--- config.mk ---
export PLATFORM = sky130hd
export DESIGN_NAME = muldiv_unit
export DESIGN_NICKNAME = d
export VERILOG_FILES = /design/src/rtl/muldiv_unit.sv
export SDC_FILE = /design/constraint.sdc
export NUM_CORES = 1
export LEC_CHECK = 0
export CORE_MARGIN = 8
export CORE_UTILIZATION = 40
export DETAILED_ROUTE_END_ITERATION = 8
export HOLD_SLACK_MARGIN = 0.1
export PLACE_DENSITY_LB_ADDON = 0.3
export SYNTH_ARGS = -nofsm -noshare
export SYNTH_HDL_FRONTEND = slang
export SYNTH_SLANG_ARGS = --single-unit
--- constraint.sdc ---
create_clock -name clock -period 4.7 [get_ports clock]
set_input_delay 0.94 -clock clock [delete_from_list [all_inputs] [get_ports clock]]
set_output_delay 0.94 -clock clock [all_outputs]
set_load 0.02 [all_outputs]
--- src/rtl/muldiv_unit.sv ---
// Iterative MIPS multiply/divide unit: shift-add multiply, restoring divide,
// one step per clock, with architectural HI/LO registers for MFHI/MFLO.
module muldiv_unit #(
   parameter int W = 32
) (
   input  logic         clock,
   input  logic         reset_n,
   input  logic         start,
   input  logic [1:0]   op,
   input  logic [W-1:0] rs_in,
   input  logic [W-1:0] rt_in,
   input  logic         mthi,
   input  logic         mtlo,
   output logic         busy,
   output logic         done,
   output logic [W-1:0] hi_out,
   output logic [W-1:0] lo_out
);

   localparam int CW = $clog2(W);

   typedef enum logic [1:0] {IDLE, RUN, FIX} state_t;

   // Issue handshake: start is taken only while busy is low; done pulses
   // for exactly one cycle when HI/LO have been committed by an operation.
   state_t          state;
   logic [CW-1:0]   cnt;
   logic            is_div;
   logic            neg_q;
   logic            neg_r;
   logic            div_zero;
   logic [W-1:0]    opnd_b;
   logic [W-1:0]    rs_orig;
   logic [2*W-1:0]  acc;

   logic            rs_neg;
   logic            rt_neg;
   logic [W-1:0]    rs_mag;
   logic [W-1:0]    rt_mag;
   logic [W:0]      mul_sum;
   logic [2*W-1:0]  div_sh;
   logic [W:0]      div_trial;
   logic [2*W-1:0]  prod_neg;

   always_comb begin
      rs_neg    = ~op[0] & rs_in[W-1];
      rt_neg    = ~op[0] & rt_in[W-1];
      // Negating 0x80..0 yields 0x80..0, which is the correct unsigned magnitude.
      rs_mag    = rs_neg ? (~rs_in + 1'b1) : rs_in;
      rt_mag    = rt_neg ? (~rt_in + 1'b1) : rt_in;
      mul_sum   = {1'b0, acc[2*W-1:W]} + {1'b0, opnd_b};
      div_sh    = {acc[2*W-2:0], 1'b0};
      // Bit shifted out of the remainder is kept so the trial never loses range.
      div_trial = {acc[2*W-1], div_sh[2*W-1:W]} - {1'b0, opnd_b};
      prod_neg  = ~acc + 1'b1;
   end

   always_ff @(posedge clock or negedge reset_n) begin
      if (!reset_n) begin
         state    <= IDLE;
         cnt      <= '0;
         is_div   <= 1'b0;
         neg_q    <= 1'b0;
         neg_r    <= 1'b0;
         div_zero <= 1'b0;
         opnd_b   <= '0;
         rs_orig  <= '0;
         acc      <= '0;
         busy     <= 1'b0;
         done     <= 1'b0;
         hi_out   <= '0;
         lo_out   <= '0;
      end else begin
         done <= 1'b0;
         case (state)
            IDLE: begin
               if (start) begin
                  is_div   <= op[1];
                  neg_q    <= rs_neg ^ rt_neg;
                  neg_r    <= rs_neg;
                  div_zero <= op[1] & (rt_in == '0);
                  rs_orig  <= rs_in;
                  cnt      <= '0;
                  busy     <= 1'b1;
                  state    <= RUN;
                  if (op[1]) begin
                     acc    <= {{W{1'b0}}, rs_mag};
                     opnd_b <= rt_mag;
                  end else begin
                     acc    <= {{W{1'b0}}, rt_mag};
                     opnd_b <= rs_mag;
                  end
               end else begin
                  if (mthi) hi_out <= rs_in;
                  if (mtlo) lo_out <= rs_in;
               end
            end
            RUN: begin
               if (is_div) begin
                  if (!div_trial[W]) acc <= {div_trial[W-1:0], div_sh[W-1:1], 1'b1};
                  else               acc <= div_sh;
               end else begin
                  if (acc[0]) acc <= {mul_sum, acc[W-1:1]};
                  else        acc <= {1'b0, acc[2*W-1:1]};
               end
               cnt <= cnt + 1'b1;
               if (cnt == CW'(W-1)) state <= FIX;
            end
            FIX: begin
               if (!is_div) begin
                  {hi_out, lo_out} <= neg_q ? prod_neg : acc;
               end else if (div_zero) begin
                  hi_out <= rs_orig;
                  lo_out <= '1;
               end else begin
                  lo_out <= neg_q ? (~acc[W-1:0] + 1'b1) : acc[W-1:0];
                  hi_out <= neg_r ? (~acc[2*W-1:W] + 1'b1) : acc[2*W-1:W];
               end
               busy  <= 1'b0;
               done  <= 1'b1;
               cnt   <= '0;
               state <= IDLE;
            end
            default: state <= IDLE;
         endcase
      end
   end

endmodule

* Word-level counts from Yosys, hierarchy flattened
Index checks and enable logic that the tools add are counted.
Word-level totals: output and inout port bits 66, word-level logic and storage cells 81, flip-flop bits (word level) 205, input port bits 71
Operators by class: add/sub/neg operators 8, bitwise operators 10, equality and inequality tests 8, reductions and logical operators 12, muxes and demuxes 30
Operators by type and width (count):
- 32-bit two-way mux | 14
- 64-bit two-way mux | 5
- 32-bit by 1-bit adder with 32-bit output (second input constant) | 4
- 32-bit inverter | 4
- 32-bit case mux with 2 select lines | 2
- 64-bit case mux with 2 select lines | 1
- 64-bit by 1-bit adder with 64-bit output (second input constant) | 1
- 64-bit inverter | 1
- 32-bit by 32-bit adder with 33-bit output | 1
- 33-bit by 32-bit subtractor with 33-bit output | 1
- 32-bit logical NOT | 1
- 5-bit case mux with 3 select lines | 1
- 2-bit inequality test (second input constant) | 5
- 2-bit AND reduction | 5
- 3-bit AND reduction | 2
- 5-bit by 1-bit adder with 5-bit output (second input constant) | 1
- 5-bit == test (second input constant) | 1
- 5-bit two-way mux | 1
- 2-bit two-way mux | 2
- 2-bit case mux with 2 select lines | 1
- 2-bit nonzero test | 2
- 1-bit bitwise AND | 3
- 3-bit nonzero test | 1
- 2-bit by 1-bit == test with 1-bit output (second input constant) | 1
- 6 further kinds | 7

* Depth between registers and ports, before layout
depth after elaboration 6, depth in mapped cells 13, mapped depth without buffers 12

* Worst setup path before layout
No wires, ideal clock.
path type in2reg, from input rs_in[3], to register acc[26], setup slack 1337 ps, library setup time 130 ps, arrival 3234 ps, data required time 4570 ps, cell stages on the path 10, buffers on the path 2, cells stage by stage clkbuf_1 nor4_2 nand4_1 or4_1 clkbuf_1 nor4b_2 a21oi_1 xor2_1 a222oi_1 o21ai_1
Between the ends: longest elaborated chain between the ends 6
Ends and longest elaborated chain:
- start: declaration | RTL line 10 | input logic [W-1:0] rs_in,
- 32-bit inverter | RTL line 49 | rs_mag = rs_neg ? (~rs_in + 1'b1) : rs_in;
- 32-bit by 1-bit adder with 32-bit output | RTL line 49
- 32-bit two-way mux | RTL line 49
- 32-bit two-way mux | RTL line 86 | if (op[1]) begin
- 64-bit two-way mux | RTL line 77 | if (start) begin
- 64-bit case mux with 2 select lines | RTL line 75 | case (state)
- end signal: assignment | RTL line 87 | acc <= {{W{1'b0}}, rs_mag};
- end signal: assignment | RTL line 90 | acc <= {{W{1'b0}}, rt_mag};
- end signal: assignment | RTL line 100 | if (!div_trial[W]) acc <= {div_trial[W-1:0], div_sh[W-1:1], 1'b1};
- end: declaration | RTL line 34 | logic [2*W-1:0] acc;
No other way between the ends. The select of a mux whose other input is x is not followed. A chain may end at the register's enable or synchronous reset.

* Worst setup path in the final report
from register acc[31], to register acc[59]
Between the ends: longest elaborated chain between the ends 4
Ends and longest elaborated chain:
- 33-bit by 32-bit subtractor with 33-bit output | RTL line 54 | div_trial = {acc[2*W-1], div_sh[2*W-1:W]} - {1'b0, opnd_b};
- 64-bit two-way mux | RTL line 100
- 64-bit two-way mux | RTL line 99 | if (is_div) begin
- 64-bit case mux with 2 select lines | RTL line 75
No other way between the ends.

==> impl_metrics.py <==
metrics = {
    "synthesis": {
        "syn_nets": 2460,
        "yosysSeqAreaShare_pct": 29.0,
        "yosys.cell_types.count": 83,
        "synth_warnings": 0,
        "ys_ff_latch": 205,
        "avgSynthCellArea_um2": 7.63,
        "synthCells": 2317,
        "syn-cell-area_mm2": 0.0177,
        "synthArstFlopShare_pct": 100,
        "synth_edf_count": 0,
        "synth_ff_type": "dfrtp_1",
    },
    "cells_and_area": {
        "layout.nets": 2506,
        "syn_to_final_growth_pct": 15.5,
        "layout_commonest_cell": "nand2_1",
        "drive_above_1_share_pct": 6.59,
        "layout.cells.most_common_list": "342 x nand2_1, 239 x o21ai_0, 204 x dfrtp_1",
        "fin_util_pct": 46.5,
    },
    "route": {
        "wirelength_mm": 69.1,
        "first_iter_violations": 1920,
        "routedWlPerCell_um": 23.2,
        "drtPass1Iterations": 5,
        "vias_per_cell": 6.10,
        "ant_nets": 0,
        "vias": 18159,
        "drc": 0,
    },
    "clocking": {
        "numCtsBuffers": 26,
        "cts_tree": "done",
        "cts_sinks": 205,
        "cts_max_path_buffers": 3,
        "clk_latency_ps": 570,
        "cts.clk_slew.worst_paths_ps": 60,
        "postCtsHoldBufs": 0,
        "cts_root_buf": "clkbuf_16",
        "post_cts_buffers": 0,
        "h-tree-depth": 1,
        "cts_resized": 0,
    },
    "floorplanning": {
        "dieArea_mm2": 0.0512,
        "rows": 77,
        "core-area_mm2": 0.0439,
        "start_util_pct": 40.3,
        "die_x_um": 226,
        "die_y_um": 226,
        "num_io_pins": 137,
    },
    "setup_path": {
        "cp-end-kind": "flop",
        "worstSetupStartpointType": "flop",
        "cp.arrival_ps": 4470,
        "cp_max_fo": 12,
        "path_class": "reg2reg",
        "crit_required_ps": 5130,
    },
    "grt": {
        "grt_pass1_wl_mm": 104,
        "grt_start_max_net_pins": 98,
        "antenna_found_initial": 1,
        "grt_remaining_overflow": 0,
        "grt.total_usage_pct": 26.1,
        "first_global_vias": 17161,
    },
    "timing": {
        "clock.fmax_ghz": 0.248,
        "finalCritPeriodShare_pct": 85.9,
        "grt_setup_unrepaired": "false",
        "finalSetupTns_ps": 0,
        "finalSetupViolCount": 0,
        "slew_headroom_pct": 27.1,
        "tightest_slew_ps": 1090,
        "finalMaxSlewViolations": 0,
        "period_needed_ps": 4040,
        "finalHoldViolations": 0,
        "fin_skew_ps": 23.1,
    },
    "placed_design": {
        "gp_congestion": 0.961,
        "hpwl_mm": 52.2,
        "port_buffers": 136,
    },
    "hold_path": {
        "hp-class": "in2async",
    },
    "power_and_ir_drop": {
        "p_leak_nw": 8.45,
        "p_total_mw": 16.8,
        "p_per_area_mw_per_mm2": 822,
        "vdd_ir_drop_max_mv": 0.409,
    },
    "status": {
        "outcome": "finished, final reports clean",
    },
    "run": {
        "maxCapViolations": 0,
    },
}
==> area by class of cell <==
type	instances	area, um2
diodes	2	5.00
clock buffers	34	711
clock inverters	12	111
fillers	4471	23500
inverters	80	300
multi-input cells	1848	11500
flip-flops and latches	205	5130
well taps	592	741
repair buffers	202	1910
==> final timing paths <==
check	start	end	slack [ps]	cells after the start
worst max register to register	acc[31]	acc[59]	660	12
worst max-delay path	acc[31]	acc[59]	660	12
min in group clock	rs_orig[2]	rs_orig[2]	470	2
worst min-delay path	reset_n	lo_out[6]	400	1
max in group asynchronous	reset_n	opnd_b[1]	3220	2
worst min register to register	rs_orig[2]	rs_orig[2]	470	2
==> sequential cells by signal, summed over array words and instances (netlist names) <==
register  cells
is_div        1
state         2
lo_out       32
cnt           5
neg_q         1
done          1
acc          64
busy          1
rs_orig      32
div_zero      1
neg_r         1
hi_out       32
opnd_b       32
==> power breakdown <==
group	switching, mW	internal, mW	total (mW)
Combinational	6.55	4.50	11.1
Clock	0.849	1.12	1.97
Sequential	1.15	2.63	3.78
==> per-stage QoR <==
| step | instances | hold WS (ps) | cell area [um2] | worst slack, ps |
|---|---|---|---|---|
| 6_report | 2975 | 403 | 20400 | 662 |
| 3_3_place_gp | 2927 | 453 | 19600 | 503 |
| 4_1_cts | 2973 | 471 | 20400 | 786 |
| 2_1_floorplan | 2317 | 437 | 17700 | 1340 |
| 3_5_place_dp | 2927 | 458 | 19600 | 440 |
| 5_1_grt | 2973 | 492 | 20400 | 478 |
==> critical path: stages, from the launching register on <==
cell and delay [ps]:
dfrtp_1 460, inv_1 100, ha_1 190, fa_1 210
nand2b_1 140, a21oi_1 110, o41ai_1 760, and3b_1 330
o21a_1 230, o21a_1 540, or2_2 390, o211ai_1 140
a32o_1 300
==> cells in the mapped netlist (all sizes together) (28+ instances only) <==
| cell | count | area share (%) |
|---|---|---|
| nand2 | 343 | 7.3 |
| o21ai | 243 | 6.9 |
| dfrtp | 205 | 29 |
| a21oi | 193 | 5.5 |
| nor2 | 164 | 3.5 |
| clkbuf | 153 | 3.3 |
| xnor2 | 99 | 4.9 |
| inv | 79 | 1.7 |
| xor2 | 77 | 3.8 |
| mux2i | 76 | 4.3 |
| ha | 70 | 5.0 |
| nor3 | 52 | 1.6 |
| nand3 | 44 | 1.2 |
| o22ai | 39 | 1.4 |
| a21o | 33 | 1.4 |
| o31ai | 33 | 1.4 |
| buf | 31 | 0.91 |
| a211oi | 28 | 1.2 |
| a31oi | 28 | 0.99 |
==> kinds of logic after synthesis <==
| family | share of synthesized area, % |
|---|---|
| muxes | 5.07 |
| AOI/OAI and AO/OA | 26.6 |
| adders and majority gates | 5.18 |
| buffers and inverters | 5.91 |
| xor gates and xnor gates | 8.72 |
| and+or+nand+nor | 19.5 |
| DFF | 29.0 |
==> routing by layer <==
layer,vias to the layer above,GRT usage (%),wire length (um)
li1,8444,-,-
met1,8682,34.5,28700
met2,852,40.5,30600
met3,179,5.70,6110
met4,2,11.9,3670
met5,-,0,15
Note: power is estimated with default switching activity, not from simulation.
